==> src/rtl/l2_request_arbiter_if.sv <==
// Bundle of the L1 instruction-side, L1 data-side and L2 CPU-side miss
// interfaces that meet at the L2 request arbiter.
interface l2_request_arbiter_if #(
  parameter int LINE_W = 256,
  parameter int ADDR_W = 32
);
  // I-side (read only)
  logic                  i_read;
  logic [ADDR_W-1:0]     i_address;
  logic                  i_resp;
  logic [LINE_W-1:0]     i_rdata;
  // D-side (read / line write-back)
  logic                  d_read;
  logic                  d_write;
  logic [ADDR_W-1:0]     d_address;
  logic [LINE_W-1:0]     d_wdata;
  logic [LINE_W/8-1:0]   d_byte_enable;
  logic                  d_resp;
  logic [LINE_W-1:0]     d_rdata;
  // L2 CPU-side port
  logic                  l2_read;
  logic                  l2_write;
  logic [ADDR_W-1:0]     l2_address;
  logic [LINE_W-1:0]     l2_wdata;
  logic [LINE_W/8-1:0]   l2_byte_enable;
  logic                  l2_resp;
  logic [LINE_W-1:0]     l2_rdata;

  // Arbiter view: takes L1 requests and L2 responses, drives the rest.
  modport slave (
    input  i_read, i_address,
    input  d_read, d_write, d_address, d_wdata, d_byte_enable,
    input  l2_resp, l2_rdata,
    output i_resp, i_rdata, d_resp, d_rdata,
    output l2_read, l2_write, l2_address, l2_wdata, l2_byte_enable
  );

  // Environment view: L1 caches and L2 model.
  modport master (
    output i_read, i_address,
    output d_read, d_write, d_address, d_wdata, d_byte_enable,
    output l2_resp, l2_rdata,
    input  i_resp, i_rdata, d_resp, d_rdata,
    input  l2_read, l2_write, l2_address, l2_wdata, l2_byte_enable
  );
endinterface

==> src/rtl/l2_request_arbiter.sv <==
// Round-robin arbiter sharing the single L2 CPU-side port between the L1
// instruction cache and the L1 data cache. One grant at a time, held until
// the L2 responds, followed by one idle turnaround cycle.
module l2_request_arbiter #(
  parameter int LINE_W = 256,
  parameter int ADDR_W = 32
) (
  input  logic                  clk,
  input  logic                  rst,
  l2_request_arbiter_if.slave   bus
);

  localparam int BE_W  = LINE_W / 8;
  localparam int OFF_W = $clog2(BE_W);

  typedef enum logic [1:0] {
    IDLE    = 2'd0,
    SERVE_I = 2'd1,
    SERVE_D = 2'd2
  } state_t;

  state_t state_q, state_d;
  logic   pri_q, pri_d;   // 0: I-side preferred, 1: D-side preferred
  logic   d_req;

  // Clear the byte-offset bits so the L2 always sees a line address.
  function automatic logic [ADDR_W-1:0] align_line(input logic [ADDR_W-1:0] addr);
    align_line = addr & ~((ADDR_W'(1) << OFF_W) - ADDR_W'(1));
  endfunction

  assign d_req = bus.d_read | bus.d_write;

  // Read data is shared; only the resp strobe says who it belongs to.
  assign bus.i_rdata = bus.l2_rdata;
  assign bus.d_rdata = bus.l2_rdata;

  // State and priority registers; reset takes effect without a clock edge.
  always_ff @(posedge clk or negedge rst) begin
    if (!rst) begin
      state_q <= IDLE;
      pri_q   <= 1'b0;
    end else begin
      state_q <= state_d;
      pri_q   <= pri_d;
    end
  end

  // Grant selection, L2 request steering and response routing.
  always_comb begin
    state_d            = state_q;
    pri_d              = pri_q;
    bus.l2_read        = 1'b0;
    bus.l2_write       = 1'b0;
    bus.l2_address     = '0;
    bus.l2_wdata       = '0;
    bus.l2_byte_enable = '0;
    bus.i_resp         = 1'b0;
    bus.d_resp         = 1'b0;

    case (state_q)
      IDLE: begin
        // A stray l2_resp here is deliberately ignored.
        if (bus.i_read && (!d_req || !pri_q)) begin
          state_d = SERVE_I;
        end else if (d_req) begin
          state_d = SERVE_D;
        end
      end

      SERVE_I: begin
        // Strobe follows the request so a withdrawn request stops driving L2.
        bus.l2_read        = bus.i_read;
        bus.l2_address     = align_line(bus.i_address);
        bus.l2_byte_enable = '1;
        bus.i_resp         = bus.l2_resp;
        if (bus.l2_resp) begin
          state_d = IDLE;
          pri_d   = 1'b1;
        end
      end

      SERVE_D: begin
        bus.l2_address = align_line(bus.d_address);
        if (bus.d_write) begin
          // Write-back wins over a simultaneous read.
          bus.l2_write       = 1'b1;
          bus.l2_wdata       = bus.d_wdata;
          bus.l2_byte_enable = bus.d_byte_enable;
        end else begin
          bus.l2_read        = bus.d_read;
          bus.l2_byte_enable = '1;
        end
        bus.d_resp = bus.l2_resp;
        if (bus.l2_resp) begin
          state_d = IDLE;
          pri_d   = 1'b0;
        end
      end

      default: begin
        state_d = IDLE;
      end
    endcase
  end

endmodule

==> src/flat_wrapper.sv <==
// flat-port wrapper written by rule: the top's interface ports become plain ports
module l2_request_arbiter_flat 
#(
  parameter int LINE_W = 256,
  parameter int ADDR_W = 32
)
  (clk, rst, bus_i_read, bus_i_address, bus_d_read, bus_d_write, bus_d_address, bus_d_wdata, bus_d_byte_enable, bus_l2_resp, bus_l2_rdata, bus_i_resp, bus_i_rdata, bus_d_resp, bus_d_rdata, bus_l2_read, bus_l2_write, bus_l2_address, bus_l2_wdata, bus_l2_byte_enable);
  l2_request_arbiter_if #(.LINE_W(LINE_W), .ADDR_W(ADDR_W)) bus_i ();
  input  logic clk;
  input  logic rst;
  input wire logic [$bits(bus_i.i_read)-1:0] bus_i_read;
  input wire logic [$bits(bus_i.i_address)-1:0] bus_i_address;
  input wire logic [$bits(bus_i.d_read)-1:0] bus_d_read;
  input wire logic [$bits(bus_i.d_write)-1:0] bus_d_write;
  input wire logic [$bits(bus_i.d_address)-1:0] bus_d_address;
  input wire logic [$bits(bus_i.d_wdata)-1:0] bus_d_wdata;
  input wire logic [$bits(bus_i.d_byte_enable)-1:0] bus_d_byte_enable;
  input wire logic [$bits(bus_i.l2_resp)-1:0] bus_l2_resp;
  input wire logic [$bits(bus_i.l2_rdata)-1:0] bus_l2_rdata;
  output wire logic [$bits(bus_i.i_resp)-1:0] bus_i_resp;
  output wire logic [$bits(bus_i.i_rdata)-1:0] bus_i_rdata;
  output wire logic [$bits(bus_i.d_resp)-1:0] bus_d_resp;
  output wire logic [$bits(bus_i.d_rdata)-1:0] bus_d_rdata;
  output wire logic [$bits(bus_i.l2_read)-1:0] bus_l2_read;
  output wire logic [$bits(bus_i.l2_write)-1:0] bus_l2_write;
  output wire logic [$bits(bus_i.l2_address)-1:0] bus_l2_address;
  output wire logic [$bits(bus_i.l2_wdata)-1:0] bus_l2_wdata;
  output wire logic [$bits(bus_i.l2_byte_enable)-1:0] bus_l2_byte_enable;
  assign bus_i.i_read = bus_i_read;
  assign bus_i.i_address = bus_i_address;
  assign bus_i.d_read = bus_d_read;
  assign bus_i.d_write = bus_d_write;
  assign bus_i.d_address = bus_d_address;
  assign bus_i.d_wdata = bus_d_wdata;
  assign bus_i.d_byte_enable = bus_d_byte_enable;
  assign bus_i.l2_resp = bus_l2_resp;
  assign bus_i.l2_rdata = bus_l2_rdata;
  assign bus_i_resp = bus_i.i_resp;
  assign bus_i_rdata = bus_i.i_rdata;
  assign bus_d_resp = bus_i.d_resp;
  assign bus_d_rdata = bus_i.d_rdata;
  assign bus_l2_read = bus_i.l2_read;
  assign bus_l2_write = bus_i.l2_write;
  assign bus_l2_address = bus_i.l2_address;
  assign bus_l2_wdata = bus_i.l2_wdata;
  assign bus_l2_byte_enable = bus_i.l2_byte_enable;
  l2_request_arbiter #(.LINE_W(LINE_W), .ADDR_W(ADDR_W)) u_core (.clk(clk), .rst(rst), .bus(bus_i));
endmodule
==> config.mk <==
export PLATFORM = sky130hd
export DESIGN_NAME = l2_request_arbiter_flat
export DESIGN_NICKNAME = d
export VERILOG_FILES = /design/src/rtl/l2_request_arbiter_if.sv /design/src/rtl/l2_request_arbiter.sv /design/src/flat_wrapper.sv
export SDC_FILE = /design/constraint.sdc
export NUM_CORES = 1
export LEC_CHECK = 0
export ABC_AREA = 1
export BUFFER_PORTS_ARGS = -buffer_cell sky130_fd_sc_hd__buf_2
export CORE_AREA = 2 2 562 564
export CTS_CLUSTER_DIAMETER = 50
export DETAILED_ROUTE_END_ITERATION = 7
export DIE_AREA = 0 0 564 566
export PLACE_DENSITY = 0.3
export REMOVE_ABC_BUFFERS = 1
export SETUP_SLACK_MARGIN = 0.15
export SLEW_MARGIN = 15
export SYNTH_ARGS = -nofsm -noshare
export SYNTH_HDL_FRONTEND = slang
export SYNTH_SLANG_ARGS = --single-unit
==> constraint.sdc <==
create_clock -name clk -period 1.34 [get_ports clk]
set_input_delay 0.067 -clock clk [delete_from_list [all_inputs] [get_ports clk]]
set_output_delay 0.067 -clock clk [all_outputs]
set_load 0.01 [all_outputs]
==> flow_metrics.tcl <==
set metrics [dict create \
    status "complete, but fails checks" \
    violations "setup timing" \
    setup_repair_after_global_routing_missed_its_margin "yes" \
    die_outline_area_um2 319000 \
    route.vias.total 12772 \
    synth-seq-area-share 0.0105 \
    post_synth.cell_area_avg_um2 5.39 \
    fin_nets 2146 \
    hold_ws_ns 0.135 \
    reg2reg_slack_ns -0.15 \
    timing.max_cap.violations 0 \
    power_density_nw_per_um2 1190 \
    peakVddDrop_v 0.000590 \
    gate_family_responsible_for_the_most_delay_along_the_worst_path "buffers and inverters" \
    maxSlewHeadroom 0.605 \
    detailed_place_hpwl_mm 340 \
    netlist-cell-type-count 16 \
    layout_min_cycle_time_ns 1.94 \
    number_of_antenna_violations_at_the_first_check_in_global_routing 284 \
    final_max_slew_viol_count 0 \
    crit_start "u_core.state_q[0]$_DFFE_PN0P_" \
    placedCellCount 5637 \
    crit_required_ns 1.27 \
    grtUsageTotal 0.222 \
    first_pass_iters 4 \
    r2r-end "u_core.state_q[0]$_DFFE_PN0P_" \
    critical_path_arrival_ns 1.87 \
    area_delta_synth_final_pct 135 \
    fill_cells 37487 \
    timing.critical_path.buf_inv 4 \
    final.setup_skew_ns 0.00374 \
    finalWorstSetupSlack_ns -0.599 \
    count_of_mapped_cells_out_of_synthesis 1325 \
    fmax_mhz 516 \
    grt_start_max_net_pins 87 \
    timing.setup.tns_ns -152.92 \
    place_worst_setup_slack_ns -0.749 \
    cts-buffers-inserted 3 \
    syn_area_um2 7150 \
    total_leakage_power_nw 7.25 \
    initialDrtViolationCount 1285 \
    cp.depth 7 \
    die_h_um 566 \
    tritoncts "done" \
    starting_density_of_the_core 0.0228 \
    ios 1450 \
    path_clk_slew_ns 0.03 \
    crit_type "reg2out" \
    drive_above_1_share 0.651 \
    final-instance-count-excl-fill 5707 \
    io_buffers 666 \
    placementRows 206 \
    routedWlPerCell_um 65.2 \
    grt_pass1_vias 9829 \
    hold_class "in2out" \
    crit_path_cell_trace "inv_2 > ha_4 > nand2_8 > buf_4 > buf_16 > nor2_1 > buf_2" \
    critical_path_endpoint_category "output port" \
    grt_overflow_total 0 \
    drt-vias-per-instance 2.24 \
    deepest_clock_path_buffer_count 2 \
    element_type_at_the_critical_path_start "flop" \
    path_max_fanout 43 \
    worst_skew_pair.late_latency_ns 0.23 \
    critical_path.slowest_cell "dfrtp_1" \
    drc 0 \
    finish.utilization 0.0535 \
    worst_r2r_path_depth 9 \
    cpPeakStageDelay_ns 0.38 \
    multi_input_comb_area_um2 3070 \
    placement.cell_area_um2 14000 \
    clkSinkCount 3 \
    die_width_um 564 \
    setup_viol 322 \
    grt_first_pass_wirelength_mm 392 \
    antenna_left 0 \
    overall_power_mw 19.9 \
    critical_path.reg2reg.startpoint "u_core.state_q[0]$_DFFE_PN0P_" \
    post-route-cell-area_um2 16800 \
    final_min_period_over_clock_period 1.45 \
    postSynthRegisterBits 3 \
    clock_tree.htree_level_count 1 \
    cts-root-buf "clkbuf_16" \
    timing_worst_slew_pin_value_ns 0.592 \
    finalWirelength_mm 372 \
    seq_area_um2 76.3 \
    last_weighted_congestion_value_of_the_routability_driven_placer 0.887 \
    yosys_warnings 0 \
    finalHoldViolations 0 \
    cp-endpoint "bus_l2_wdata[59]" \
    placeableCoreArea_um2 313000 \
]
## worst min path at each step
stage                               endpoint               from  slack, ns  cells past startpoint
detailed placement  u_core.pri_q$_DFFE_PN0P_                rst      -0.12                      1
global route                bus_i_rdata[216]  bus_l2_rdata[216]       0.14                      0
finish                      bus_i_rdata[216]  bus_l2_rdata[216]       0.14                      0
global placement    u_core.pri_q$_DFFE_PN0P_                rst      -0.12                      1
CTS                         bus_i_rdata[214]  bus_l2_rdata[214]       0.14                      0
floorplan           u_core.pri_q$_DFFE_PN0P_                rst      -0.23                      0
## state kept, by name, indices dropped and copies added (netlist names)
register	count
u_core.pri_q	1
u_core.state_q	2
## cells by family (layout without fill, tap and decap cells)
group,after synthesis,count (layout),synth area share
and+or+nand+nor,419,420,0.227
AOI/OAI and AO/OA,34,34,0.0238
buffers and inverters,865,1063,0.733
DFF,3,3,0.0105
adders and majority gates,3,3,0.00525
other,1,24,0.000525
## report_power, final
group          switching (mW)  internal [mW]  total, mW
registers              0.0422          0.134      0.176
clock network          0.0875          0.393      0.481
logic                    10.8           8.43       19.3
## layout make-up
class | count | area share
repair buffers | 761 | 0.428
well taps | 4160 | 0.310
multi-input cells | 462 | 0.183
inverters | 298 | 0.0671
clock buffers | 4 | 0.00470
flip-flops and latches | 3 | 0.00455
diodes | 19 | 0.00283
## cells in the mapped netlist (all sizes together)
cell type / count / area [µm²]
nor2: 256 / 961
conb: 1 / 3.75
nand3: 34 / 170
a21oi: 32 / 160
o21ai: 2 / 10.0
nand2: 128 / 483
dfrtp: 3 / 75.1
ha: 3 / 37.5
inv: 298 / 1120
clkbuf: 6 / 22.5
or2: 1 / 6.26
buf: 561 / 4100
## worst register-to-register path, cell delays in order, from the launching register on
cell,delay [ns]
dfrtp_1,0.36
inv_2,0.07
buf_6,0.11
buf_6,0.11
ha_4,0.28
buf_4,0.11
nand2_1,0.09
nand2_1,0.08
nand2_1,0.05
a21oi_1,0.14
## placed cells by master (no fill, tap or decap), drive strengths merged, types with 3 or more instances in the layout
| master | netlist | final |
|---|---|---|
| nand2 | 128 | 129 |
| ha | 3 | 3 |
| diode | 0 | 19 |
| nor2 | 256 | 256 |
| clkbuf | 6 | 19 |
| conb | 1 | 5 |
| dfrtp | 3 | 3 |
| a21oi | 32 | 32 |
| buf | 561 | 745 |
| inv | 298 | 298 |
| nand3 | 34 | 34 |
## timing repair
action	4_1_cts	5_1_grt
setup endpoints to repair	322	322
pin swaps	7	23
gates cloned	6	17
hold endpoints to repair	3	0
gates resized for setup	168	398
buffers inserted	7	16
hold buffers	1	0
## routing by layer
metal  vias to the layer above  global-route usage  part of all wire  routed length, µm
met5                         -               0.188             0.022               8210
met4                        62              0.0727             0.049              18100
met3                       655               0.274              0.26              96200
met2                      3020               0.337              0.42             156000
met1                      5416               0.155              0.25              93700
li1                       3619                   -                 -                  -
Note: power is estimated with default switching activity, not from simulation.
